### src/rtl/sync_fifo_prog.sv
// Single-clock FIFO of arbitrary depth with fill level, programmable
// almost-full/almost-empty thresholds, synchronous flush and sticky
// overflow/underflow flags. Occupancy is tracked by an explicit counter
// so that non-power-of-2 depths need no pointer-difference arithmetic.
module sync_fifo_prog #(
    parameter int SIZE     = 4,
    parameter int WIDTH    = 8,
    parameter int AF_LEVEL = SIZE - 1,
    parameter int AE_LEVEL = 1
) (
    input  logic                       clk,
    input  logic                       rst,
    input  logic                       flush,
    input  logic                       push,
    input  logic [WIDTH-1:0]           wdata,
    input  logic                       pop,
    output logic [WIDTH-1:0]           rdata,
    output logic                       rdata_valid,
    output logic                       full,
    output logic                       empty,
    output logic                       almost_full,
    output logic                       almost_empty,
    output logic [$clog2(SIZE+1)-1:0]  level,
    output logic                       overflow,
    output logic                       underflow
);

    localparam int LW = $clog2(SIZE + 1);
    localparam int PW = (SIZE > 1) ? $clog2(SIZE) : 1;

    // Elaboration-time parameter sanity checks
    if (SIZE < 2) begin : g_bad_size
        $error("sync_fifo_prog: SIZE must be >= 2");
    end
    if (WIDTH < 1) begin : g_bad_width
        $error("sync_fifo_prog: WIDTH must be >= 1");
    end
    if (AF_LEVEL < 1 || AF_LEVEL > SIZE) begin : g_bad_af
        $error("sync_fifo_prog: AF_LEVEL must be in 1..SIZE");
    end
    if (AE_LEVEL < 0 || AE_LEVEL > SIZE - 1) begin : g_bad_ae
        $error("sync_fifo_prog: AE_LEVEL must be in 0..SIZE-1");
    end

    logic [WIDTH-1:0] mem [SIZE];

    logic [PW-1:0]    wptr_q, wptr_d;
    logic [PW-1:0]    rptr_q, rptr_d;
    logic [LW-1:0]    level_q, level_d;
    logic [WIDTH-1:0] rdata_q, rdata_d;
    logic             rdata_valid_q, rdata_valid_d;
    logic             overflow_q, overflow_d;
    logic             underflow_q, underflow_d;

    logic             push_ok;
    logic             pop_ok;
    logic             mem_we;

    // Status decodes of the occupancy counter
    always_comb begin
        full         = (level_q == LW'(SIZE));
        empty        = (level_q == '0);
        almost_full  = (level_q >= LW'(AF_LEVEL));
        almost_empty = (level_q <= LW'(AE_LEVEL));
    end

    // Accept logic and next-state computation; flush overrides push/pop
    always_comb begin
        pop_ok        = pop && !empty;
        push_ok       = push && (!full || pop_ok);
        mem_we        = 1'b0;
        wptr_d        = wptr_q;
        rptr_d        = rptr_q;
        level_d       = level_q;
        rdata_d       = rdata_q;
        rdata_valid_d = 1'b0;
        overflow_d    = overflow_q;
        underflow_d   = underflow_q;

        if (flush) begin
            wptr_d      = '0;
            rptr_d      = '0;
            level_d     = '0;
            overflow_d  = 1'b0;
            underflow_d = 1'b0;
        end else begin
            if (push_ok) begin
                mem_we = 1'b1;
                wptr_d = (wptr_q == PW'(SIZE - 1)) ? '0 : wptr_q + PW'(1);
            end
            if (pop_ok) begin
                rdata_d       = mem[rptr_q];
                rdata_valid_d = 1'b1;
                rptr_d        = (rptr_q == PW'(SIZE - 1)) ? '0 : rptr_q + PW'(1);
            end
            if (push_ok && !pop_ok) begin
                level_d = level_q + LW'(1);
            end else if (pop_ok && !push_ok) begin
                level_d = level_q - LW'(1);
            end
            if (push && !push_ok) begin
                overflow_d = 1'b1;
            end
            if (pop && !pop_ok) begin
                underflow_d = 1'b1;
            end
        end
    end

    // Control and status registers, asynchronously reset
    always_ff @(posedge clk or posedge rst) begin
        if (rst) begin
            wptr_q        <= '0;
            rptr_q        <= '0;
            level_q       <= '0;
            rdata_q       <= '0;
            rdata_valid_q <= 1'b0;
            overflow_q    <= 1'b0;
            underflow_q   <= 1'b0;
        end else begin
            wptr_q        <= wptr_d;
            rptr_q        <= rptr_d;
            level_q       <= level_d;
            rdata_q       <= rdata_d;
            rdata_valid_q <= rdata_valid_d;
            overflow_q    <= overflow_d;
            underflow_q   <= underflow_d;
        end
    end

    // Storage array; contents are deliberately left unreset
    always_ff @(posedge clk) begin
        if (mem_we) begin
            mem[wptr_q] <= wdata;
        end
    end

    assign rdata       = rdata_q;
    assign rdata_valid = rdata_valid_q;
    assign level       = level_q;
    assign overflow    = overflow_q;
    assign underflow   = underflow_q;

endmodule
### config.mk
export PLATFORM = sky130hd
export DESIGN_NAME = sync_fifo_prog
export DESIGN_NICKNAME = d
export VERILOG_FILES = /design/src/rtl/sync_fifo_prog.sv
export SDC_FILE = /design/constraint.sdc
export NUM_CORES = 1
export LEC_CHECK = 0
export ABC_CLOCK_PERIOD_IN_PS = 2400
export CELL_PAD_IN_SITES_DETAIL_PLACEMENT = 1
export CELL_PAD_IN_SITES_GLOBAL_PLACEMENT = 1
export CORE_ASPECT_RATIO = 0.75
export CORE_MARGIN = 2
export CORE_UTILIZATION = 40
export CTS_BUF_LIST = sky130_fd_sc_hd__clkbuf_4
export CTS_CLUSTER_SIZE = 25
export DETAILED_ROUTE_END_ITERATION = 10
export GPL_TIMING_DRIVEN = 0
export PLACE_DENSITY_LB_ADDON = 0.1
export SLEW_MARGIN = 20
export SYNTH_ARGS = -nofsm -noshare
export SYNTH_HDL_FRONTEND = slang
export SYNTH_SLANG_ARGS = --single-unit
### constraint.sdc
create_clock -name clk -period 2.4 [get_ports clk]
set_input_delay 0.48 -clock clk [delete_from_list [all_inputs] [get_ports clk]]
set_output_delay 0.48 -clock clk [all_outputs]
set_load 0.05 [all_outputs]
==> run metrics, run 1 <==
routed vias=approximately 1,200; Sum Neg Setup Slack=0 ps; Num CTS Buffers=5; RSZ-0062 raised after global routing=false; initial antenna violation count=0; status=complete, no violations; CTS Buffer Depth=2; DRC Markers=0; slew margin rel.=49.6%; gpl congestion=0.758; drt initial violations=between 60 and 70; CP endpoint kind=primary output; ys flop type=edfxtp_1; worst r2r src=level[0]; post-route ant nets=0; H-tree Lvls=2; hold worst-path end=level[2]; Yosys warnings=0; Static Leakage=about 0.98 nW; chip height=68.0 um; R2R cell count=6; # setup viols final=0; Power per Cell Area=1120 nW/um^2; largest net degree at the start of global routing=19; #FFs+latches synth=50; Crit Path Max Fanout=7; total wire length=between 4000 and 5000 um; clk_skew=3.27 ps; die width=89.4 um; leading area contributor after synthesis=edfxtp_1; I/O pins=31; critical path class=reg2out; FF-to-FF setup slack=310 ps; Antenna Cells=0; CTS sink count=50; Max Freq=0.440 GHz; final cell count without fillers=252; gr usage total=15.7%; arrival time at the worst endpoint=1790 ps; VDD IR max=390 uV; Syn Area/Cell=around 16 sq um; Std-Cell Rows=23; syn nets=about 160; share of cells above drive strength 1=15.8%; vias in the first global route=1,305; WP data required=1920 ps; post-synthesis cell area=2190 sq um; Hold Path Origin=pop; Syn Inst Count=141; drt via density=4.89; number of post-CTS setup repair buffers=0; CTS Root Cell=clkbuf_4; CTS tree=built; Synth top cells by count=edfxtp_1, dfrtp_1, ha_1, nor2_1, inv_1; EDFF count, synth=32; top post-synthesis cells by area=edfxtp_1, dfrtp_1, mux4_2; Synth cell types=32; Tightest Hold Check Type=in2reg; grt total ovfl=0; initial core utilization=41.3%; depth of the worst hold-timing path=3; die outline area=around 6100 sq um; worst skew pair latency=360 ps; Hold Violations, Final=0; Layout Nets=200; Clock Pin Slew Worst Setup and Hold Paths=roughly 140 ps; first-pass GRT wire length=6780 um; Port Buffer Count=29; fin crit share=~95%; most frequent cell after synthesis=edfxtp_1; Final Max Tran Viols=0; worst r2r dst=mem[0][7]; Syn-to-layout area delta=19.4%; Post-DP HPWL=3020 um; max_cap viols=0; Synth top area share=between 40% and 50%; startpoint types=flip-flop; Core ar.=between 5000 and 6000 sq um; Tmin final=about 2300 ps; Cells after DPL=245; Synth async-reset ratio=a little over a third; register area share after synthesis=between 60% and 70%; DR pass1 iterations=4; WL per Instance=16.4 um; Hold Buf Count CTS=0; worst-margin pin slew=755 ps
## state kept, by name (all words and copies together) (netlist names)
register and cells:
underflow 1, wptr_q 2, level 3, overflow 1
mem 32, rdata_valid 1, rptr_q 2, rdata 8
## placed cells by master, fill, tap and decap left out, types with 2 or more instances in the layout
master,n
a21oi_1,6
a31oi_1,2
and2_1,4
buf_2,4
buf_4,2
clkbuf_4,5
clkdlybuf4s50_1,25
clkinvlp_4,2
dfrtp_1,18
edfxtp_1,32
ha_1,9
inv_1,8
mux2_1,8
mux2i_1,2
mux4_2,8
nand2_1,5
nor2_1,10
o21ai_0,2
o21ai_1,2
or3_1,2
xnor2_1,2
## critical path: stages, from the launching register on
cell             delay, ps
dfrtp_1                480
inv_2                  150
ha_1                   170
a21oi_1                 40
nor2_1                  90
clkdlybuf4s15_1        500
## kinds of logic after synthesis
family | count (synthesis) | synth area share [%]
XOR/XNOR | 2 | 0.802
buffers and inverters | 15 | 3.03
multiplexers | 18 | 13.3
adder cells (fa/ha/maj) | 11 | 6.24
AO/OA/AOI/OAI | 18 | 5.15
AND/OR/NAND/NOR | 27 | 6.93
flip-flops | 50 | 64.6
## routing by layer
| metal | track usage (%) | wire (um) | vias up |
|---|---|---|---|
| met5 | 0 | 0 | - |
| met4 | 4.48 | 23 | 0 |
| met3 | 5.07 | 175 | 2 |
| met2 | 24.8 | 2000 | 26 |
| met1 | 20.8 | 1940 | 615 |
| li1 | - | - | 590 |
## final cells by class
class	count	area, sq um
well taps	75	93.8
fillers	549	2690
inverters	9	33.8
multi-input cells	76	711
repair buffers	29	275
clock inverters	2	15.0
flip-flops and latches	50	1410
plain buffers	6	32.5
clock buffers	5	37.5
## worst max-delay path by stage
stage,startpoint,to,slack (ps),depth (start not counted)
2_1_floorplan,level[1],rdata[0],190,6
3_3_place_gp,level[1],empty,-110,4
3_5_place_dp,level[1],empty,-140,4
4_1_cts,level[1],full,1,5
5_1_grt,level[1],almost_empty,8,5
6_report,level[1],almost_empty,130,5
## per-stage QoR
| step | hold WS (ps) | worst slack, ps | total power, mW | util [%] | area (sq um) |
|---|---|---|---|---|---|
| final | 500 | 128 | 2.93 | 49.3 | 2610 |
| after global routing | 476 | 8.32 | 3.10 | 49.3 | 2610 |
| after CTS | 475 | 1.03 | 2.97 | 49.5 | 2620 |
| after detailed placement | 481 | -145 | 2.62 | 48.5 | 2570 |
| after global placement | 467 | -114 | 2.57 | 48.5 | 2570 |
| after floorplan | 419 | 186 | 2.16 | - | 2190 |
## report_power, final
part	internal, mW	switching (mW)
sequential	1.05	0.0781
clock	0.109	0.262
combinational	0.525	0.905
total	1.68	1.24
## repair_timing
item                                    4_1_cts  5_1_grt
hold endpoints to repair                      0        0
endpoints found under the setup margin        4       36
pin swaps                                     0        0
resized for setup                            13        5
No activity file was read; power rests on OpenSTA's default activity.
==> inputs of run 2 (changes only) <==
Settings changed: CORE_UTILIZATION 40 to 50, DONT_BUFFER_PORTS from default to 1.
==> run 2 against run 1 <==
Register-to-register slack worse by 150 ps. Via count fell by 4.9%. Critical path depth down 2. Final cell count down 19%. Clock power grew 1%. Power decreased by 7.6%. Die area is 19% lower. Sequential power grew 34%. Sequential share of layout area up 6.5 points. Critical path type unchanged. Critical endpoint is now empty. Largest cell class unchanged. Largest power group is now registers.
==> run metrics, run 2 (synthesis results as in run 1) <==
area occupied by registers=1420 sq um (+0.27%); Reg with most FFs=mem; Fillers=401 (-27%); leading cell type in the layout, fill and taps excluded=edfxtp_1; critical path class=reg2out; Hold WS=115 ps (-385 ps); Final Max Tran Viols=0 (unchanged); routed vias=1,173 (-4.9%); Largest register FFs=32 (unchanged); Max Freq=0.433 GHz (-1.5%); gr usage total=19.3% (+3.6 points); drt via density=5.75 (+18%); grt total ovfl=0 (unchanged); CTS Root Cell=clkbuf_4; clk_skew=12.9 ps (+9.67 ps); Max stage delay on crit path=570 ps (+70 ps); initial antenna violation count=0 (unchanged); drt initial violations=77 (+26%); Syn-to-layout area delta=6.81%; total wire length=4000 um (-3.5%); H-tree Lvls=2 (unchanged); Tightest Hold Check Type=in2async; Core ar.=4130 sq um (-22%); Static Leakage=0.865 nW (-12%); Tmin final=2310 ps (+35.4 ps); first-pass GRT wire length=6690 um (-1.3%); vias in the first global route=1,259 (-3.5%); DRC Markers=0 (unchanged); Clock Pin Slew Worst Setup and Hold Paths=150 ps (about the same); startpoint types=flip-flop; gpl congestion=0.870 (+15%); chip height=61.3 um (-9.9%); largest net degree at the start of global routing=19 (unchanged); CP endpoint kind=primary output; Hold Buf Count CTS=0 (unchanged); Layout Nets=171 (-14%); Antenna Cells=0 (unchanged); fin util=56.5% (+7.3 points); arrival time at the worst endpoint=1830 ps (+40 ps); Std-Cell Rows=20 (-13%); worst-margin pin slew=751 ps (-3.59 ps); initial core utilization=52.9% (+12 points); post-route ant nets=0 (unchanged); Hold Violations, Final=0 (unchanged); footprint of the multi-input gates=722 sq um (+1.6%); WP data required=1920 ps (about the same); Power per Cell Area=1160 nW/um^2 (+3.3%); share of cells above drive strength 1=24.8% (+9.0 points); fin crit share=96.1% (+1.5 points); number of post-CTS setup repair buffers=0 (unchanged); worst skew pair latency=360 ps (about the same); status=complete, no violations; die width=80.3 um (-10%); WL per Instance=19.6 um (+19%); Crit Path Max Fanout=8 (+1); max_cap viols=0 (unchanged); Cell Chain, Critical Path=inv_2, ha_2, nor2b_4; Post-DP HPWL=2960 um (-1.8%); RSZ-0062 raised after global routing=false; CTS sink count=50 (unchanged); die outline area=4920 sq um (-19%); I/O pins=31 (unchanged); slew margin rel.=49.9% (+0.24 points); CTS tree=built; VDD IR max=563 uV (+44%); Sum Neg Setup Slack=0 ps (unchanged); CP max stage cell=dfrtp_2; DR pass1 iterations=4 (unchanged); CTS Buffer Depth=2 (unchanged); most frequent cells in the layout=edfxtp_1, dfrtp_1, nor2_1, ha_1; # setup viols final=0 (unchanged); Num CTS Buffers=5 (unchanged); Port Buffer Count=0 (-100%)
run 2: per-layer routing:
| layer | up-vias | wire (um) | GRT usage (%) |
|---|---|---|---|
| met2 | 32 | 1950 | 31.9 |
| met5 | - | 0 | 0 |
| met1 | 600 | 1820 | 25.6 |
| met4 | 0 | 41 | 5.81 |
| li1 | 536 | - | - |
| met3 | 5 | 191 | 5.13 |
run 2: power breakdown:
part	switching [mW]	leakage, nW	internal (mW)
Clock	0.261	0.0312	0.114
Sequential	0.458	0.515	1.05
Combinational	0.501	0.319	0.322
run 2: timing repair:
action,in CTS,in global routing
endpoints found under the setup margin,44,33
endpoints found under the hold margin,0,0
resized for setup,12,2
run 2: final cells by class:
type | instances | area share [%]
Buffer | 6 | 1.39
Clock buffer | 5 | 1.61
Clock inverter | 3 | 0.911
Inverter | 9 | 1.61
Multi-Input combinational cell | 76 | 30.9
Sequential cell | 50 | 60.6
Tap cell | 55 | 2.95
run 2: metrics by stage:
stage | cells | worst slack [ps] | total power, mW | cell area [sq um]
global placement | 196 | -170 | 2.27 | 2250
CTS | 204 | 73.7 | 2.73 | 2330
global route | 204 | 3.49 | 2.86 | 2330
floorplan | 141 | 186 | 2.16 | 2190
detailed placement | 196 | -273 | 2.33 | 2250
finish | 204 | 93.0 | 2.71 | 2330
run 2: worst paths after layout:
| kind | startpoint | endpoint | slack (ps) | cells after the start |
|---|---|---|---|---|
| worst max-delay path | level[1] | empty | 90 | 3 |
| worst min-delay path | rst | rdata[5] | 110 | 1 |
| worst max register to register | level[1] | rdata[7] | 160 | 6 |
| worst min register to register | wptr_q[0] | wptr_q[0] | 610 | 2 |
| max in group asynchronous | rst | level[2] | 1760 | 1 |
| min in group clk | wdata[7] | mem[1][7] | 200 | 0 |
run 2: critical path, delay by kind of cell, from the launching register on:
family | cells | cell delay, ps
DFF | 1 | 570
and+or+nand+nor | 1 | 420
adders and majority gates | 1 | 290
buffers and inverters | 1 | 180
==> inputs of run 3 (changes only) <==
Settings changed: CORE_UTILIZATION 50 to 45.
==> run 3 against run 2 <==
Clock skew decreased by 2.4 ps. Worst setup slack about the same. Hold slack got worse by 3.0 ps. Clock power increased by 29%. Die area increased by 10%. Design area increased by 2.1%. Global-route usage decreased by 2.6 points. Critical path depth unchanged. Fmax about the same. Routed wire length increased by 1.3%. Critical path type unchanged. Largest power group unchanged.
==> run metrics, run 3 (synthesis results as in run 1) <==
R2R cell count=6 (unchanged); Port Buffer Count=0 (unchanged); DP Worst Slack=-399 ps (-126 ps); Static Leakage=0.883 nW (+2.1%); worst skew pair latency=350 ps (about the same); Clock Pin Slew Worst Setup and Hold Paths=140 ps (about the same); total wire length=4060 um (+1.3%); Cell Chain, Critical Path=clkinvlp_4, ha_2, nor2b_4; Total Power=2.85 mW (+5.1%); Power per Cell Area=1190 nW/um^2 (+2.9%); first-pass GRT wire length=6580 um (-1.6%); Hold WS=112 ps (-3.04 ps); gpl congestion=0.815 (-6.3%); grt total ovfl=0 (unchanged); clk_skew=10.6 ps (-2.37 ps); worst setup margin=92.5 ps (-0.467 ps); Reg with most FFs=mem; startpoint types=flip-flop; CTS Root Cell=clkbuf_4; arrival time at the worst endpoint=1830 ps (about the same); Tightest Hold Check Type=in2async; DR pass1 iterations=4 (unchanged); Max Freq=0.433 GHz (about the same); CP delay by family, top=flip-flops; drt initial violations=57 (-26%); CTS sink count=50 (unchanged); post-route ant nets=0 (unchanged); WL per Instance=19.5 um (-0.60%); max_cap viols=0 (unchanged); Std-Cell Rows=21 (+5.0%); Largest register FFs=32 (unchanged); die width=84.5 um (+5.1%); status=complete, no violations; H-tree Lvls=2 (unchanged); worst r2r src=level[1]; Antenna Cells=0 (unchanged); routed vias=1,159 (-1.2%); CTS Buffer Depth=2 (unchanged); Layout Nets=173 (+1.2%); worst-margin pin slew=725 ps (-26.1 ps); Hold Violations, Final=0 (unchanged); drt via density=5.57 (-3.1%); Max stage delay on crit path=610 ps (+40 ps); largest net degree at the start of global routing=19 (unchanged); Core ar.=4570 sq um (+11%); Tmin final=2310 ps (+0.467 ps); CP bufs+invs=1 (unchanged); final cell count without fillers=208 (+2.0%); die outline area=5440 sq um (+10%); vias in the first global route=1,235 (-1.9%); Syn-to-layout area delta=9.10%; Fillers=450 (+12%); Sum Neg Setup Slack=0 ps (unchanged); Hold Buf Count CTS=0 (unchanged); most frequent cells in the layout=edfxtp_1, dfrtp_1, nor2_1, ha_1; VDD IR max=657 uV (+17%); I/O pins=31 (unchanged); slew margin rel.=51.6% (+1.7 points); CP endpoint kind=primary output; FF-to-FF setup slack=160 ps (about the same); critical path class=reg2out; Num CTS Buffers=5 (unchanged); share of cells above drive strength 1=26.5% (+1.7 points); CP max stage cell=dfrtp_4; DRC Markers=0 (unchanged); leading cell type in the layout, fill and taps excluded=edfxtp_1; worst r2r dst=rdata[7]; Post-DP HPWL=2970 um (+0.27%); initial core utilization=47.8% (-5.1 points); Final Max Tran Viols=0 (unchanged); fin crit share=96.1% (about the same); gr usage total=16.6% (-2.6 points); Cells after DPL=198 (+1.0%); Crit Path Max Fanout=8 (unchanged); chip height=64.4 um (+5.1%); # setup viols final=0 (unchanged); CTS tree=built; WP data required=1920 ps (about the same); initial antenna violation count=0 (unchanged)
-- run 3: how the worst max path moves through the flow --
| stage | from | to | depth (start not counted) |
|---|---|---|---|
| after floorplan | level[1] | rdata[0] | 6 |
| after global placement | level[1] | mem[1][1] | 6 |
| after detailed placement | level[1] | mem[3][7] | 6 |
| after CTS | level[1] | empty | 3 |
| after global routing | level[1] | full | 4 |
| final | level[1] | empty | 3 |
-- run 3: routing by layer --
metal	up-vias	global-route usage, %	part of all wire [%]
li1	536	-	-
met1	591	20.8	44
met2	27	27.1	50
met3	5	6.20	5.5
met4	0	5.36	0.94
met5	-	0	0
-- run 3: final cells by class --
type	instances	area [sq um]	share of cell area [%]
multi-input combinational	76	724	30.4
buffer	6	32.5	1.36
inverter	9	41.3	1.73
clock inverter	2	37.5	1.57
clock buffer	6	45.0	1.89
tap	57	71.3	2.99
timing repair buffer	2	15.0	0.630
sequential	50	1420	59.4
-- run 3: where the power goes --
| group | internal (mW) | switching (mW) |
|---|---|---|
| clock network | 0.231 | 0.252 |
| logic | 0.342 | 0.505 |
| registers | 1.05 | 0.461 |
-- run 3: what timing repair did --
item,in CTS,in global routing
endpoints found under the setup margin,46,44
gates resized for setup,12,4
gates cloned,0,0
setup buffers,0,2
-- run 3: metrics by stage --
stage	utilization, %	cell area, sq um
final	52.2	2380
after global routing	52.2	2380
after CTS	51.6	2360
after detailed placement	49.4	2260
after global placement	49.4	2260
after floorplan	-	2190
